[config.mk]
export PLATFORM = sky130hd
export DESIGN_NAME = control_sequencer
export DESIGN_NICKNAME = d
export VERILOG_FILES = /design/src/rtl/control_sequencer.sv
export SDC_FILE = /design/constraint.sdc
export NUM_CORES = 1
export LEC_CHECK = 0
export CELL_PAD_IN_SITES_DETAIL_PLACEMENT = 0
export CELL_PAD_IN_SITES_GLOBAL_PLACEMENT = 1
export CORE_ASPECT_RATIO = 1.1
export CORE_UTILIZATION = 42
export CTS_BUF_LIST = sky130_fd_sc_hd__clkbuf_8
export DETAILED_ROUTE_END_ITERATION = 6
export PLACE_DENSITY_LB_ADDON = 0.1
export SYNTH_ARGS = -nofsm -noshare
export SYNTH_HDL_FRONTEND = slang
export SYNTH_SLANG_ARGS = --single-unit
[constraint.sdc]
create_clock -name clk -period 3.2 [get_ports clk]
set_input_delay 0.8 -clock clk [delete_from_list [all_inputs] [get_ports clk]]
set_output_delay 0.8 -clock clk [all_outputs]
set_load 0.01 [all_outputs]
[src/rtl/control_sequencer.sv]
// Registered control sequencer: assembles two-word immediate instructions and
// emits one control word per instruction. Optional interrupt entry: CU_INTR_EN.
module control_sequencer #(
    parameter int DATA_W = 8,
    parameter int REG_AW = 2
) (
    input  logic                 clk,
    input  logic                 rst,
    input  logic [DATA_W-1:0]    fetch_data,
    input  logic                 fetch_valid,
    output logic                 fetch_ready,
    input  logic                 stall,
    input  logic                 flush,
    input  logic                 intr_req,
    output logic                 intr_ack,
    output logic                 ctrl_valid,
    output logic [27+REG_AW:0]   ctrl_word,
    output logic [DATA_W-1:0]    imm_out
);

    typedef struct packed {
        logic              ior, iow, ops, alu, mr, mw, wb, jmp, jcond;
        logic              sp, spop, jwsp, imm, stackPc, stackFlags, rsEn, rtEn;
        logic [1:0]        fd;
        logic [1:0]        flagSel;
        logic [2:0]        aluOps;
        logic [REG_AW-1:0] wbAddr;
        logic [3:0]        opcode;
    } ctrl_t;

    typedef enum logic [2:0] {
        S_DECODE   = 3'd0,
        S_IMM_WAIT = 3'd1
`ifdef CU_INTR_EN
        ,
        S_INT_PC    = 3'd2,
        S_INT_FLAGS = 3'd3,
        S_INT_JMP   = 3'd4
`endif
    } state_t;

    state_t            r_state, w_stateNext;
    ctrl_t             r_ctrlWord, w_wordNext;
    ctrl_t             r_pendWord, w_pendNext;
    ctrl_t             w_dec;
    logic              r_ctrlValid, w_validNext;
    logic [DATA_W-1:0] r_immOut, w_immNext;
    logic              w_twoWord;
    logic              w_intrTake;
    logic              w_accept;

    logic [3:0]        w_opcode;
    logic [REG_AW-1:0] w_ra;
    logic [REG_AW-1:0] w_rb;

    assign w_opcode = fetch_data[4+2*REG_AW-1 -: 4];
    assign w_ra     = fetch_data[2*REG_AW-1 -: REG_AW];
    assign w_rb     = fetch_data[REG_AW-1:0];

`ifdef CU_INTR_EN
    logic r_inIsr, w_inIsrNext;
    logic r_intrAck, w_ackNext;
    logic w_isRti;

    assign w_intrTake = intr_req && !r_inIsr && (r_state == S_DECODE);
    assign intr_ack   = r_intrAck;
`else
    logic w_unusedIntr;

    assign w_unusedIntr = intr_req;
    assign w_intrTake   = 1'b0;
    assign intr_ack     = 1'b0;
`endif

    assign fetch_ready = !stall &&
                         ((r_state == S_DECODE && !w_intrTake) || r_state == S_IMM_WAIT);
    assign w_accept    = fetch_valid && fetch_ready;
    assign ctrl_valid  = r_ctrlValid;
    assign ctrl_word   = r_ctrlWord;
    assign imm_out     = r_immOut;

    // Instruction decode of the current fetch word; sub-ops are selected by ra[1:0].
    always_comb begin
        w_dec        = '0;
        w_dec.opcode = w_opcode;
        w_twoWord    = 1'b0;
`ifdef CU_INTR_EN
        w_isRti      = 1'b0;
`endif
        case (w_opcode)
            4'd1: begin
                w_dec.alu = 1'b1; w_dec.wb = 1'b1; w_dec.rtEn = 1'b1;
                w_dec.fd = 2'b10; w_dec.wbAddr = w_rb;
            end
            4'd2, 4'd3, 4'd4, 4'd5: begin
                w_dec.alu = 1'b1; w_dec.wb = 1'b1; w_dec.rsEn = 1'b1; w_dec.rtEn = 1'b1;
                w_dec.aluOps = w_opcode[2:0] - 3'd2; w_dec.wbAddr = w_ra;
            end
            4'd7: begin
                case (w_ra[1:0])
                    2'd0: begin w_dec.sp = 1'b1; w_dec.mw = 1'b1; w_dec.rsEn = 1'b1; w_dec.rtEn = 1'b1; end
                    2'd1: begin
                        w_dec.sp = 1'b1; w_dec.spop = 1'b1; w_dec.mr = 1'b1; w_dec.wb = 1'b1;
                        w_dec.wbAddr = w_rb;
                    end
                    2'd2: begin w_dec.iow = 1'b1; w_dec.rtEn = 1'b1; end
                    default: begin w_dec.ior = 1'b1; w_dec.wb = 1'b1; w_dec.wbAddr = w_rb; end
                endcase
            end
            4'd8: begin
                w_dec.ops = 1'b1; w_dec.alu = 1'b1; w_dec.wb = 1'b1; w_dec.rtEn = 1'b1;
                w_dec.aluOps = {1'b1, w_ra[1:0]}; w_dec.wbAddr = w_rb;
            end
            4'd9: begin
                w_dec.jmp = 1'b1; w_dec.jcond = 1'b1; w_dec.rtEn = 1'b1; w_dec.flagSel = w_ra[1:0];
            end
            4'd10: begin
                w_dec.ops = 1'b1; w_dec.jmp = 1'b1; w_dec.alu = 1'b1; w_dec.wb = 1'b1;
                w_dec.rsEn = 1'b1; w_dec.rtEn = 1'b1; w_dec.wbAddr = w_ra;
            end
            4'd11: begin
                case (w_ra[1:0])
                    2'd0: begin w_dec.jmp = 1'b1; w_dec.rtEn = 1'b1; end
                    2'd1: begin
                        w_dec.jmp = 1'b1; w_dec.stackPc = 1'b1; w_dec.sp = 1'b1;
                        w_dec.mw = 1'b1; w_dec.rtEn = 1'b1;
                    end
                    2'd2: begin w_dec.jwsp = 1'b1; w_dec.sp = 1'b1; w_dec.spop = 1'b1; w_dec.mr = 1'b1; end
                    default: begin
                        w_dec.jwsp = 1'b1; w_dec.sp = 1'b1; w_dec.spop = 1'b1; w_dec.mr = 1'b1;
`ifdef CU_INTR_EN
                        w_dec.stackFlags = 1'b1;
                        w_isRti = 1'b1;
`endif
                    end
                endcase
            end
            4'd12: begin
                case (w_ra[1:0])
                    2'd0: begin
                        w_dec.imm = 1'b1; w_dec.wb = 1'b1; w_dec.wbAddr = w_rb; w_twoWord = 1'b1;
                    end
                    2'd1: begin
                        w_dec.imm = 1'b1; w_dec.mr = 1'b1; w_dec.wb = 1'b1;
                        w_dec.wbAddr = w_rb; w_twoWord = 1'b1;
                    end
                    2'd2: begin
                        w_dec.imm = 1'b1; w_dec.mw = 1'b1; w_dec.rtEn = 1'b1; w_twoWord = 1'b1;
                    end
                    default: ;
                endcase
            end
            4'd13: begin
                w_dec.mr = 1'b1; w_dec.wb = 1'b1; w_dec.rsEn = 1'b1; w_dec.wbAddr = w_rb;
            end
            4'd14: begin w_dec.mw = 1'b1; w_dec.rsEn = 1'b1; w_dec.rtEn = 1'b1; end
            default: ;
        endcase
    end

    // Next-state and output selection; flush cannot abort an interrupt entry.
    always_comb begin
        w_stateNext = r_state;
        w_validNext = 1'b0;
        w_wordNext  = r_ctrlWord;
        w_pendNext  = r_pendWord;
        w_immNext   = r_immOut;
`ifdef CU_INTR_EN
        w_ackNext   = 1'b0;
        w_inIsrNext = r_inIsr;
`endif
        case (r_state)
            S_DECODE: begin
                if (flush) begin
                    w_wordNext = '0;
                end
`ifdef CU_INTR_EN
                else if (w_intrTake) begin
                    w_stateNext        = S_INT_PC;
                    w_validNext        = 1'b1;
                    w_wordNext         = '0;
                    w_wordNext.sp      = 1'b1;
                    w_wordNext.mw      = 1'b1;
                    w_wordNext.stackPc = 1'b1;
                    w_inIsrNext        = 1'b1;
                end
`endif
                else if (w_accept) begin
                    if (w_twoWord) begin
                        w_pendNext  = w_dec;
                        w_stateNext = S_IMM_WAIT;
                    end else begin
                        w_wordNext  = w_dec;
                        w_validNext = 1'b1;
`ifdef CU_INTR_EN
                        if (w_isRti) w_inIsrNext = 1'b0;
`endif
                    end
                end
            end
            S_IMM_WAIT: begin
                if (flush) begin
                    w_wordNext  = '0;
                    w_stateNext = S_DECODE;
                end else if (w_accept) begin
                    w_immNext   = fetch_data;
                    w_wordNext  = r_pendWord;
                    w_validNext = 1'b1;
                    w_stateNext = S_DECODE;
                end
            end
`ifdef CU_INTR_EN
            S_INT_PC: begin
                w_stateNext           = S_INT_FLAGS;
                w_validNext           = 1'b1;
                w_wordNext            = '0;
                w_wordNext.sp         = 1'b1;
                w_wordNext.mw         = 1'b1;
                w_wordNext.stackFlags = 1'b1;
            end
            S_INT_FLAGS: begin
                w_stateNext    = S_INT_JMP;
                w_validNext    = 1'b1;
                w_wordNext     = '0;
                w_wordNext.jmp = 1'b1;
                w_wordNext.mr  = 1'b1;
                w_ackNext      = 1'b1;
            end
            S_INT_JMP: begin
                w_stateNext = S_DECODE;
            end
`endif
            default: w_stateNext = S_DECODE;
        endcase
    end

    always_ff @(posedge clk or posedge rst) begin
        if (rst) begin
            r_state <= S_DECODE;
        end else if (!stall) begin
            r_state <= w_stateNext;
        end
    end

    always_ff @(posedge clk or posedge rst) begin
        if (rst) begin
            r_ctrlValid <= 1'b0;
            r_ctrlWord  <= '0;
            r_pendWord  <= '0;
            r_immOut    <= '0;
`ifdef CU_INTR_EN
            r_intrAck   <= 1'b0;
            r_inIsr     <= 1'b0;
`endif
        end else if (!stall) begin
            r_ctrlValid <= w_validNext;
            r_ctrlWord  <= w_wordNext;
            r_pendWord  <= w_pendNext;
            r_immOut    <= w_immNext;
`ifdef CU_INTR_EN
            r_intrAck   <= w_ackNext;
            r_inIsr     <= w_inIsrNext;
`endif
        end
    end

endmodule
After elaboration in Yosys (flattened, before gate mapping):

Index checks and enable logic that the tools add are counted.

* $add $sub $neg: 1
* muxes and demuxes: 49
* bitwise logic cells: 2
* reduce and logical (&&, ||, !) cells: 24
* equality and inequality tests: 22

Operator list (number)
* 30-bit 2-to-1 mux: 5
* 30-bit case mux with 2 select lines: 1
* 4-bit == test (second input constant): 7
* 1-bit 2-to-1 mux: 21
* 3-bit 2-to-1 mux: 5
* 5-bit AND reduction: 3
* 7-bit OR reduction: 2
* 4-bit by 3-bit == test with 1-bit output (second input constant): 3
* 2-bit 2-to-1 mux: 6
* 3-bit case mux with 2 select lines: 2
* 2-bit OR reduction: 5
* 3-bit != test (second input constant): 3
* 9-bit OR reduction: 1
* 4-bit by 2-bit == test with 1-bit output (second input constant): 2
* 1-bit case mux with 4 select lines: 2
* 2-bit case mux with 4 select lines: 1
* 8-bit OR reduction: 1
* 2-bit != test (second input constant): 3
* 1-bit case mux with 2 select lines: 3
* 1-bit case mux with 3 select lines: 2
* 3-bit OR reduction: 2
* 5-bit OR reduction: 1
* 4-bit by 1-bit == test with 1-bit output (second input constant): 1
* 2-bit case mux with 2 select lines: 1
* 13 further kinds: 15

* register bits after elaboration: 71
* output and inout bits: 41
* input bits: 14
* logic and storage cells: 144

Logic depth before layout (Yosys ltp):

* word-level depth: 8
* gate-level depth with buffers: 6
* gate-level depth less buffers: 4

Least setup slack after synthesis:

Ideal clock, no wire load.

* path type: input port to flip-flop
* start: in fetch_data[6]
* end: reg r_pendWord[24] in the netlist's numbering
* path buffers: 1
* required time: 3.075 ns
* stages: 5
* arrival time: 1.747 ns
* setup slack: 1.329 ns
* library setup time: 0.125 ns
* cells stage by stage: nor2b_2 -> and4b_1 -> and2_1 -> buf_6 -> mux2_2

* cells in the longest elaborated chain, start to end: 3
* elaborated cells on any way between the ends: 7
* those cells by class: eq/ne: 4; mux: 2; reduce/logical: 1

Ends and longest elaborated chain
* from (decl): line 9 `input logic [DATA_W-1:0] fetch_data,`
* 4-bit == test: line 90 `case (w_opcode)`
* 1-bit 2-to-1 mux: line 90
* 5-bit AND reduction (no line)
* to (signal assigned): line 258 `r_pendWord <= w_pendNext;`
* to (decl): line 44 `ctrl_t r_pendWord, w_pendNext;`

Several ways; a longest one is shown, not always the timed one.
A chain may end at the register's enable or synchronous reset.

Worst setup path after layout:

* start: in stall
* end: out fetch_ready

* cells in the longest elaborated chain, start to end: 2

Ends and longest elaborated chain
* from (decl): line 12 `input logic stall,`
* 1-bit zero test
* 1-bit logical AND: line 75 `assign fetch_ready = !stall &&`
* to (decl): line 11 `output logic fetch_ready,`

No other way between the ends.

==> key figures <==
Finish
  • Layout area overhead: 25.64%
  • Fillers: approximately 660
  • Commonest non-fill, non-tap cell in the layout: dfrtp_1
  • N_diodes: 0
  • Fraction of layout instances using a drive strength above 1: 0.1350
  • Commonest cells after routing, fill and taps aside: 66 x dfrtp_1, 50 x clkdlybuf4s50_1, 27 x nor2_1, 25 x nand2_1, 24 x nor2b_1
  • Final Net Count: 373

Status
  • Run status: complete, but fails checks
  • Violated checks: design-rule violations

GRT
  • Grt total ovfl: 0
  • First-pass GRT wire length: 12.65 mm
  • Vias in the first global route: 2405
  • GRT Total Usage: 0.2128
  • Pin count of the biggest net entering global routing: 67
  • Antenna violations before repair: 0

Synth
  • Ys Warns: 0
  • Seq cells post-synth: 66
  • Ys flop type: dfrtp_1
  • Ys async rst share: 1.000
  • Synthesized cell area: 3157 um^2
  • EDFF count, synth: 0
  • Netlist cell types: between 50 and 60
  • Synthesized instance count: about 310
  • Register area share after synthesis: 0.5232
  • Synth Area per Inst: 10.35 um^2

Pwr
  • VDD IR max: 0.0002898 V
  • P_leak: 1.776 nW
  • Cell Pwr Density: 506.7 nW/um^2

Critical path
  • Setup Crit Path Kind: in -> out
  • CP max FO: 4
  • Crit path launch type: input pin
  • CP peak stage delay: 520 ps
  • Critical path's slowest cell: clkdlybuf4s50_1
  • Crit path DAT: 1840 ps
  • Nature of the critical path endpoint: output port
  • Most frequent CP cell: clkdlybuf4s50_1
  • Worst-path cell chain: clkdlybuf4s50_1 > inv_1 > clkdlybuf4s50_1
  • Worst path required time: between 2000 and 2500 ps

Routing
  • Post-detailed-routing wire length: 7.420 mm
  • DR vias: approximately 2500
  • DR vias/cell: between 5 and 6
  • Final ANT Viol Nets: 0
  • Number of detailed-route iterations in the first pass: 7
  • # DRC: 2
  • DR WL/cell: 16.56 um
  • Iteration-0 DRC Markers: 148

Placement
  • Post-DP HPWL: between 4 and 5 mm
  • Port bufs: 50
  • Post-Place Worst Slack: 392.7 ps
  • GP Congestion: 0.7491

STA
  • Max Slew Vio Count: 0
  • Layout Skew: 4.362 ps
  • Setup tns final: 0 ps
  • WHS: 467.9 ps
  • # setup viols final: 0
  • Max Freq: 379.3 MHz
  • Final setup margin: 563.5 ps
  • Max-Slew Margin vs Limit: 0.5834
  • Worst-Margin Slew: 624.9 ps
  • Tcrit/Tclk final: 0.8239
  • Fin. Hold Viols: 0
  • RSZ-0062 raised after global routing: no
  • Min Tclk post-route: roughly 2600 ps

Clocking
  • CTS Hold Bufs: 0
  • Cts repair resizes: 0
  • CTS tree: yes
  • Num CTS Buffers: 9
  • Clk Tree Root Cell: clkbuf_8
  • Postcts setup bufs: 0
  • CTS Buffer Depth: 2
  • Clk sinks: 66
  • Worst skew pair latency: approximately 350 ps
  • H-Tree Depth: 3
  • Reg clk slew, reported paths: 70 ps

Floorplanning
  • Die Area: 7867 um^2
  • Ports: 55
  • Die Ht: 92.93 um
  • Die Wd: 84.66 um
  • Core region area: 7127 um^2
  • Row count: 32
  • Initial Utilization: 0.4429

Hold path
  • Hold Path Class: reg -> reg

Run
  • Max-Cap Viols: 0
[cell families (layout without fill, tap and decap cells)]
group / after synthesis / in the layout / share of synthesized area
DFF: 66 / 66 / 0.5232
xor gates and xnor gates: 2 / 2 / 0.005550
and+or+nand+nor: 109 / 109 / 0.1879
buffers and inverters: 37 / 93 / 0.06619
AOI/OAI and AO/OA: 75 / 75 / 0.1645
other: 1 / 3 / 0.001188
muxes: 15 / 15 / 0.05153
[critical path: cells and delay by family]
| family | cells | cell delay (ps) |
|---|---|---|
| buffers and inverters | 3 | 1040 |
[sequential cells by signal, indices dropped and copies added (netlist names)]
name        count
ctrl_word      28
r_pendWord     28
r_state         1
imm_out         8
ctrl_valid      1
[per-stage QoR]
step           cells  total power [mW]  utilization  cell area (um^2)
2_1_floorplan    307             1.096            -              3164
3_3_place_gp     433             1.239       0.5258              3747
3_5_place_dp     433             1.244       0.5258              3747
4_1_cts          448             2.028       0.5565              3966
5_1_grt          448             2.100       0.5565              3966
6_report         448             2.010       0.5565              3966
[final cells by class]
| type | count | area [um^2] | area share |
|---|---|---|---|
| clock buffer | 11 | 151.4 | 0.03817 |
| tap | 85 | 106.4 | 0.02681 |
| multi-input combinational | 204 | 1304 | 0.3287 |
| inverter | 10 | 37.54 | 0.009464 |
| timing repair buffer | 68 | 648.1 | 0.1634 |
| clock inverter | 4 | 67.56 | 0.01703 |
| sequential | 66 | 1652 | 0.4164 |
[cells in the mapped netlist, drive strengths merged (2+ instances only)]
| master | n | area, um^2 |
|---|---|---|
| a211oi | 2 | 15.01 |
| a21oi | 14 | 70.07 |
| a221oi | 9 | 78.83 |
| a222oi | 2 | 20.02 |
| a22oi | 2 | 15.01 |
| a31oi | 8 | 50.05 |
| a32oi | 3 | 26.28 |
| and2 | 2 | 12.51 |
| buf | 22 | 152.6 |
| clkbuf | 5 | 18.77 |
| dfrtp | 66 | 1652 |
| inv | 10 | 37.54 |
| mux2 | 10 | 112.6 |
| mux2i | 5 | 50.05 |
| nand2 | 25 | 93.84 |
| nand2b | 3 | 18.77 |
| nand3 | 3 | 15.01 |
| nand3b | 3 | 22.52 |
| nor2 | 28 | 107.6 |
| nor2b | 26 | 172.7 |
| nor3 | 3 | 20.02 |
| nor3b | 2 | 15.01 |
| nor4b | 2 | 17.52 |
| o211ai | 2 | 15.01 |
| o21a | 3 | 22.52 |
| o21ai | 16 | 80.08 |
| o31ai | 4 | 30.03 |
| or2 | 4 | 25.03 |
| or3b | 2 | 17.52 |
[routing by layer]
metal | wire [um] | share of wire | GRT usage | vias to the layer above
met5 | 0 | 0 | 0 | -
met4 | 128 | 0.017 | 0.1031 | 0
met3 | 292 | 0.039 | 0.03922 | 10
met2 | 3424 | 0.46 | 0.3238 | 58
met1 | 3574 | 0.48 | 0.2931 | 1245
li1 | - | - | - | 1177
[path summary, 6_finish.rpt]
kind / start / end / slack (ps) / depth (start not counted)
setup / recovery: stall / fetch_ready / 560 / 3
hold / removal: r_pendWord[3] / r_pendWord[3] / 470 / 1
setup reg to reg: r_state[0] / ctrl_word[26] / 1200 / 5
hold reg to reg: r_pendWord[3] / r_pendWord[3] / 470 / 1
max in group asynchronous: rst / ctrl_word[23] / 2080 / 3
min in group asynchronous: rst / ctrl_word[17] / 840 / 3
[power breakdown]
part	total (mW)	switching (mW)	internal, mW
Combinational	0.309	0.159	0.150
Sequential	0.916	0.0264	0.889
Clock	0.785	0.314	0.472
(Power assumes the default switching activity.)
